<file path="src/rtl/if_id_stage.sv">
// if_id_stage: 2-entry IF/ID skid buffer with MIPS field split; IFID_STALL_CNT_EN adds a saturating stall_cnt output
module if_id_stage #(
  parameter int INSTR_W = 32,
  parameter int PC_W = 32,
  parameter logic [INSTR_W-1:0] NOP_INSTR = '0
) (
  input  logic               clk,
  input  logic               rst,
  input  logic               flush,
  input  logic               in_valid,
  output logic               in_ready,
  input  logic [INSTR_W-1:0] in_instr,
  input  logic [PC_W-1:0]    in_pc,
  output logic               out_valid,
  input  logic               out_ready,
  output logic [INSTR_W-1:0] out_instr,
  output logic [PC_W-1:0]    out_pc4,
  output logic [5:0]         opcode,
  output logic [4:0]         rs,
  output logic [4:0]         rt,
  output logic [4:0]         rd,
  output logic [4:0]         shamt,
  output logic [5:0]         funct,
`ifdef IFID_STALL_CNT_EN
  output logic [15:0]        stall_cnt,
`endif
  output logic [15:0]        imm16
);
  logic [INSTR_W-1:0] instr_q [2];
  logic [PC_W-1:0] pc_q [2];
  logic head, tail, push, pop;
  logic [1:0] count;
  assign in_ready = count != 2'd2;
  assign out_valid = count != 2'd0;
  assign push = in_valid & in_ready & ~flush;
  assign pop = out_valid & out_ready;
  // pointers and occupancy; flush empties the buffer and drops any same-cycle push
  always_ff @(posedge clk or posedge rst)
    if (rst) begin
      count <= '0;
      head <= 1'b0;
      tail <= 1'b0;
    end else if (flush) begin
      count <= '0;
      head <= 1'b0;
      tail <= 1'b0;
    end else begin
      count <= count + 2'(push) - 2'(pop);
      head <= head ^ pop;
      tail <= tail ^ push;
    end
  // entry storage needs no reset since count gates its visibility
  always_ff @(posedge clk)
    if (push) begin
      instr_q[tail] <= in_instr;
      pc_q[tail] <= in_pc;
    end
  // head entry drives decode; NOP and zero pc4 whenever the buffer is empty
  always_comb begin
    out_instr = out_valid ? instr_q[head] : NOP_INSTR;
    out_pc4 = out_valid ? pc_q[head] + PC_W'(4) : '0;
    opcode = out_instr[31:26];
    rs = out_instr[25:21];
    rt = out_instr[20:16];
    rd = out_instr[15:11];
    shamt = out_instr[10:6];
    funct = out_instr[5:0];
    imm16 = out_instr[15:0];
  end
`ifdef IFID_STALL_CNT_EN
  // cycles where decode holds off a valid head; saturates and survives flush
  always_ff @(posedge clk or posedge rst)
    if (rst) stall_cnt <= '0;
    else if (out_valid & ~out_ready & ~&stall_cnt) stall_cnt <= stall_cnt + 16'd1;
`endif
endmodule

</file>
<file path="config.mk">
export PLATFORM = sky130hd
export DESIGN_NAME = if_id_stage
export DESIGN_NICKNAME = d
export VERILOG_FILES = /design/src/rtl/if_id_stage.sv
export SDC_FILE = /design/constraint.sdc
export NUM_CORES = 1
export LEC_CHECK = 0
export ABC_AREA = 1
export CAP_MARGIN = 20
export CORE_MARGIN = 4
export CORE_UTILIZATION = 52
export DETAILED_ROUTE_END_ITERATION = 8
export GPL_TIMING_DRIVEN = 0
export PLACE_DENSITY = 0.89
export SYNTH_ARGS = -nofsm -noshare
export SYNTH_HDL_FRONTEND = slang
export SYNTH_SLANG_ARGS = --single-unit
</file>
<file path="constraint.sdc">
create_clock -name clk -period 8.25 [get_ports clk]
set_clock_uncertainty 0.2 [all_clocks]
set_input_delay 1.65 -clock clk [delete_from_list [all_inputs] [get_ports clk]]
set_output_delay 1.65 -clock clk [all_outputs]
set_load 0.005 [all_outputs]
</file>
==> reports/results.ini <==
[die]
fp.dieH_um=119.6
core-area_mm2=0.01211
fp-row-count=40
chipWidth_um=119.6
start_util_pct=53.48
die_area_mm2=0.01431
ios=183

[setup_path]
worst-path-buf-inv=6
start_kind=register
crit_type=reg -> out
crit_path_end_kind=output pin
r2r_start=count[1]
worstPathMaxFanout=10
rrSetupSlack_ps=5860
cp.required_ps=6400
worstPathArrival_ps=2950
r2r_end=pc_q[1][31]
cpLargestDelayFamily=buffers and inverters
cp_slowest_cell=clkdlybuf4s50_1
r2r_cells=4
critical_path.cell_chain=inv_4 > buf_6 > buf_2 > buf_1 > nand2_1 > a21oi_1 > buf_4 > clkdlybuf4s50_1
max_stage_delay_ps=500

[finish]
fin_util_pct=74.76
syn2layout_area_growth_pct=39.79
layout-drive-gt1-share_pct=18.46
fin_nets=893
diodes=0

[drt]
avgViaCountPerCell=4.970
via_count=4955
wirelength_um=16160
route.detailed.drc=0
avgRoutedWirePerCell_um=16.20
drt-initial-drc-count=353
antenna_left=0
drtPass1Iterations=5

[synthesis]
netlist_instances=618
avgSynthCellArea_um2=10.48
synth_nets=692
ys_ff_latch=132
synth_area_mm2=0.006477
synth_edf_count=128
ys_warn_count=0
ys_seq_area_share_pct=60.88
async_reset_ff_share_pct=3.030
synth_ff_type=edfxtp_1
synth.distinct_cells=35

[clock_network]
ctsHoldBuffers=0
h-tree-depth=4
clock_path_buffers=2
clkTransAtPathRegs_ps=50
postCtsResizedCells=0
clkLatencyLatePin_ps=400
clockRootBuffer=clkbuf_16
cts_tree=yes
cts_setup_buffers=0
clkSinkCount=132
numCtsBuffers=17

[timing]
fmax_mhz=208.5
relSlewSlack_pct=38.35
holdWs_ps=516.1
setup_tns_ps=0
slew_viol_final=0
setup_viol=0
rsz0062_at_grt=no
hold_viol=0
fin_crit_ps=4796
fin_crit_sh_pct=58.13
tightestPinTransition_ps=924.8

[global_routing]
grt_max_degree=65
grt_pass1_wl_um=26390
grt_util_all_layers_pct=23.40
gr-total-overflow=0
grt_pass1_vias=5380
antenna_found_initial=1

[place]
portBuffers=182
hpwl_um=11990
gp_congestion=0.8591

[min_path]
whs_path_depth=3
min_to=tail
hold_path.class=reg -> reg
hp-start=tail

[power_and_ir_drop]
power_frac_seq_pct=31.6
clockPowerShare_pct=25.9
p_sw_share_pct=31.78
vdd_drop_max_v=0.0001715
p_leak_nw=3.444
switchingPower_w=0.0008198
power_frac_comb_pct=42.4
power.total_w=0.002580
p_int_w=0.001760
power_density_mw_per_mm2=284.9

[run_status]
status=finished, final reports clean

[flow_run]
cap_violations=0

## sequential cells by signal, summed over array words and instances, names as in the netlist
signal / flops
head: 1
pc_q: 64
instr_q: 64
tail: 1
count: 2
## worst min-delay path, stage by stage (launching register included)
cell and delay (ps):
dfrtp_1 400, inv_1 110, ha_4 140, nor2_1 30
## kinds of logic after synthesis
family | Yosys count | synth area share [%]
simple gates | 332 | 24.43
flops | 132 | 60.88
buf+inv | 87 | 8.673
compound gates | 59 | 4.636
fa+ha+maj | 5 | 0.9658
xor+xnor | 3 | 0.4057
## power groups by stage
stage	registers (W)	logic, W	clock network [W]
after floorplan	0.000826	0.000568	0
after global placement	0.000830	0.00107	0
after detailed placement	0.000830	0.00110	0
after CTS	0.000816	0.00111	0.000678
after global routing	0.000821	0.00120	0.000706
final	0.000816	0.00110	0.000669
## stage by stage
step                worst slack (ps)  cell area (um2)  std cells
finish                          3454             9055        997
global route                    3272             9055        997
CTS                             3407             9055        997
detailed placement              3869             8534        968
global placement                2960             8509        968
floorplan                       4187             6477        618
## metal layers
metal | vias to the layer above | wire length (um) | GRT usage, % | part of all wire, %
li1 | 2419 | - | - | -
met1 | 2284 | 6422 | 26.96 | 40
met2 | 209 | 7932 | 39.69 | 49
met3 | 41 | 1331 | 8.530 | 8.2
met4 | 2 | 451 | 9.449 | 2.8
met5 | - | 17 | 0 | 0.11
## how the worst max path moves through the flow
stage | start | end | slack (ps) | cells past startpoint
floorplan | in_valid | instr_q[1][0] | 4190 | 3
detailed placement | head | out_instr[6] | 3870 | 8
CTS | head | out_instr[6] | 3410 | 8
global route | head | out_instr[6] | 3270 | 8
global placement | flush | pc_q[1][20] | 2960 | 3
finish | head | out_instr[6] | 3450 | 8
## cells in the mapped netlist, types with 2 or more instances
master    instances  area share (%)
o21ai_1           2            0.15
a21oi_1          52             4.0
edfxtp_1        128              59
buf_6             3            0.52
xor2_1            2            0.27
buf_1             6            0.35
buf_4            48             5.6
nor2_4           11             1.9
nor2_2           11             1.1
ha_1              5            0.97
inv_1            15            0.87
nand2_2          28             2.7
nand2_4          12             2.1
nand3b_1          2            0.23
nand2_1         188              11
dfrtp_1           4             1.5
or2_1             2            0.19
nor3b_1           2            0.23
o21ai_0           3            0.23
nor3_1            5            0.39
nor2_1           54             3.1
and2_1            2            0.19
clkbuf_1          6            0.35
nand3_1          13             1.0
inv_2             3            0.17
buf_2             2            0.15
## cell type report
| cell class | count | area, um2 |
|---|---|---|
| Clock inverter | 11 | 91.34 |
| Buffer | 67 | 484.2 |
| Sequential cell | 132 | 3944 |
| Timing Repair Buffer | 182 | 1822 |
| Multi-Input combinational cell | 399 | 1997 |
| Clock buffer | 18 | 429.2 |
| Tap cell | 168 | 210.2 |
| Fill cell | 817 | 3057 |
| Inverter | 20 | 77.57 |
## layout by cell type (no fill, tap or decap), types with 12 or more instances in the layout
cell	Yosys	layout
a21oi_1	52	52
buf_4	48	48
clkbuf_16	0	17
clkdlybuf4s50_1	0	182
edfxtp_1	128	128
inv_1	15	15
nand2_1	188	188
nand2_2	28	28
nand2_4	12	12
nand3_1	13	13
nor2_1	54	54
Note: power is estimated with default switching activity, not from simulation.
==> RTL edit: new RTL, config.mk and constraints unchanged <==
Change the parameter `PC_W` from 32 to 16.
--- a/src/rtl/if_id_stage.sv
+++ b/src/rtl/if_id_stage.sv
@@ -3,3 +3,3 @@
   parameter int INSTR_W = 32,
-  parameter int PC_W = 32,
+  parameter int PC_W = 16,
   parameter logic [INSTR_W-1:0] NOP_INSTR = '0
Interface: changed (resized in_pc and out_pc4); port bits go from 183 to 151. No check against the original RTL was run, so the function may have changed too.
==> RTL edit against the original RTL <==
- combinational power down 24%
- area after synthesis down 28%
- cell area down 28%
- sequential power down 25%
- global-route usage down 3.1 points
- sequential cell count down 32
- largest power group unchanged
- highest routed layer is now met4
- wire length down 34%
- total power down 31%
- critical endpoint is now out_pc4[10]
- worst setup slack better by 0.32 ns
==> RTL edit: results (changes against the original RTL) <==
* Vias per cell at 5.038 (was 4.970)
* Pre-Repair DR Iteration Count at 4 (was 5)
* Post-synth EDFFs at 96 (was 128)
* Hold Path End: tail$_DFF_PP0_ (unchanged)
* Clk_lat worst skew at 0.35 ns (was 0.40 ns)
* R2r setup slk at 6.05 ns (was 5.86 ns)
* Worst vdd ir at 0.0001726 V (was 0.0001715 V)
* Reg2reg end: instr_q[0][3]$_DFFE_PP_ (was pc_q[1][31]$_DFFE_PP_)
* Adder-Cell Fraction of Synth Area at 0.01346 (was 0.009658)
* Syn nets at 473 (was 692)
* Comb power frac at 0.470 (was 0.424)
* Syn Inst Count at 415 (was 618)
* Slew HR at 0.6190 (was 0.3835)
* Initial antenna violation count at 0 (was 1)
* WL final at 10630 µm (was 16160 µm)
* XOR/XNOR Fraction of Synth Area at 0.003770 (was 0.004056)
* Routability cong. at 0.8370 (was 0.8591)
* Mux cell area share after synthesis at 0 (unchanged)
* Ratio of cells with drive above 1 in the final layout at 0.1887 (was 0.1846)
* Fill count at 565 (was 817)
* Sequential cell area fraction in the yosys report at 0.6419 (was 0.6088)
* First-pass GRT wire length at 16350 µm (was 26390 µm)
* R2r worst-path depth at 5 (was 4)
* Reg clk slew, reported paths at 0.09 ns (was 0.05 ns)
* Net Sw Frac at 0.3095 (was 0.3178)
* Share of flip-flops with an asynchronous set or reset at 0.04000 (was 0.03030)
* NumNets Final at 636 (was 893)
* Outcome: complete, no violations (unchanged)
* Hold Buf Count CTS at 0 (unchanged)
* Diode count at 0 (unchanged)
* Leading registers by flop count: instr_q (64), pc_q (32), count (2) (was instr_q (64), pc_q (64), count (2))
* Vias post-DR at 3481 (was 4955)
* Placed Cells incl. Taps at 675 (was 968)
* IO Port Bufs at 150 (was 182)
* Area post-placement at 6329 µm² (was 8534 µm²)
* Synth top area cells: edfxtp_1 (62%), nand2_1 (9.3%), buf_4 (8.1%), a21oi_1 (4.0%), nand2_2 (2.3%) (was edfxtp_1 (59%), nand2_1 (11%), buf_4 (5.6%), a21oi_1 (4.0%), nor2_1 (3.1%))
* Pre-CTS setup slack at 4.177 ns (was 3.869 ns)
* Clock buffer count from CTS at 9 (was 17)
* Vias in the first global route at 3666 (was 5380)
* Fin Hold WS at 0.4635 ns (was 0.5161 ns)
* CTS root buf: clkbuf_8 (was clkbuf_16)
* Lkg Pwr at 0.002512 µW (was 0.003444 µW)
* Drt initial violations at 82 (was 353)
* Gr usage total at 0.2028 (was 0.2340)
* Netlist cell types at 32 (was 35)
* Reg power frac at 0.344 (was 0.316)
* CTS HTree Levels at 3 (was 4)
* Compound-Gate Fraction of Synth Area at 0.04577 (was 0.04636)
* Post-synth top cells: nand2_1 (115), edfxtp_1 (96), buf_4 (50) (was nand2_1 (188), edfxtp_1 (128), nor2_1 (54))
* Yosys warning total at 0 (unchanged)
* Largest net degree at the start of global routing at 34 (was 65)
* DP HPWL at 7982 µm (was 11990 µm)
* Worst EP arrival at 2.62 ns (was 2.95 ns)
[RTL edit: how the worst max path moves through the flow]
stage	startpoint	to	slack [ns]
after floorplan	in_valid	instr_q[1][0]$_DFFE_PP_	4.57
after CTS	head$_DFF_PP0_	out_pc4[10]	3.77
after global routing	head$_DFF_PP0_	out_pc4[10]	3.61
after detailed placement	head$_DFF_PP0_	out_pc4[10]	4.18
final	head$_DFF_PP0_	out_pc4[10]	3.78
after global placement	flush	instr_q[0][9]$_DFFE_PP_	3.45
[RTL edit: critical path: stages, from the launching register on]
cell and delay (ns):
dfrtp_1 0.39, buf_6 0.14, inv_6 0.06, buf_8 0.13
nand2_2 0.05, nand2_2 0.09, ha_1 0.17, nand2_1 0.12
nor2_1 0.26, and2_1 0.20, nor2_1 0.05, nor2_2 0.11
clkdlybuf4s50_1 0.51
[RTL edit: kinds of logic after synthesis]
group | count (synthesis)
AOI/OAI and AO/OA | 42
xor gates and xnor gates | 2
adders and majority gates | 5
buffers and inverters | 81
DFF | 100
and+or+nand+nor | 185
[RTL edit: metal layers]
metal / vias up / track usage / wire length (µm)
met3: 32 / 0.05210 / 807
met5: - / 0 / 0
met4: 0 / 0.08577 / 350
met1: 1630 / 0.2173 / 3906
li1: 1663 / - / -
met2: 156 / 0.3759 / 5561
[RTL edit: metrics by stage]
stage          utilization  total power (µW)
5_1_grt             0.7505              1896
3_5_place_dp        0.7257              1473
4_1_cts             0.7505              1804
3_3_place_gp        0.7205              1435
6_report            0.7505              1789
2_1_floorplan            -              1042
[RTL edit: cell type report]
type | count | area share
multi-input combinational | 234 | 0.1734
timing repair buffer | 152 | 0.2355
buffer | 63 | 0.07054
tap | 108 | 0.02065
sequential | 100 | 0.4557
inverter | 18 | 0.01109
clock inverter | 5 | 0.01300
clock buffer | 11 | 0.02007
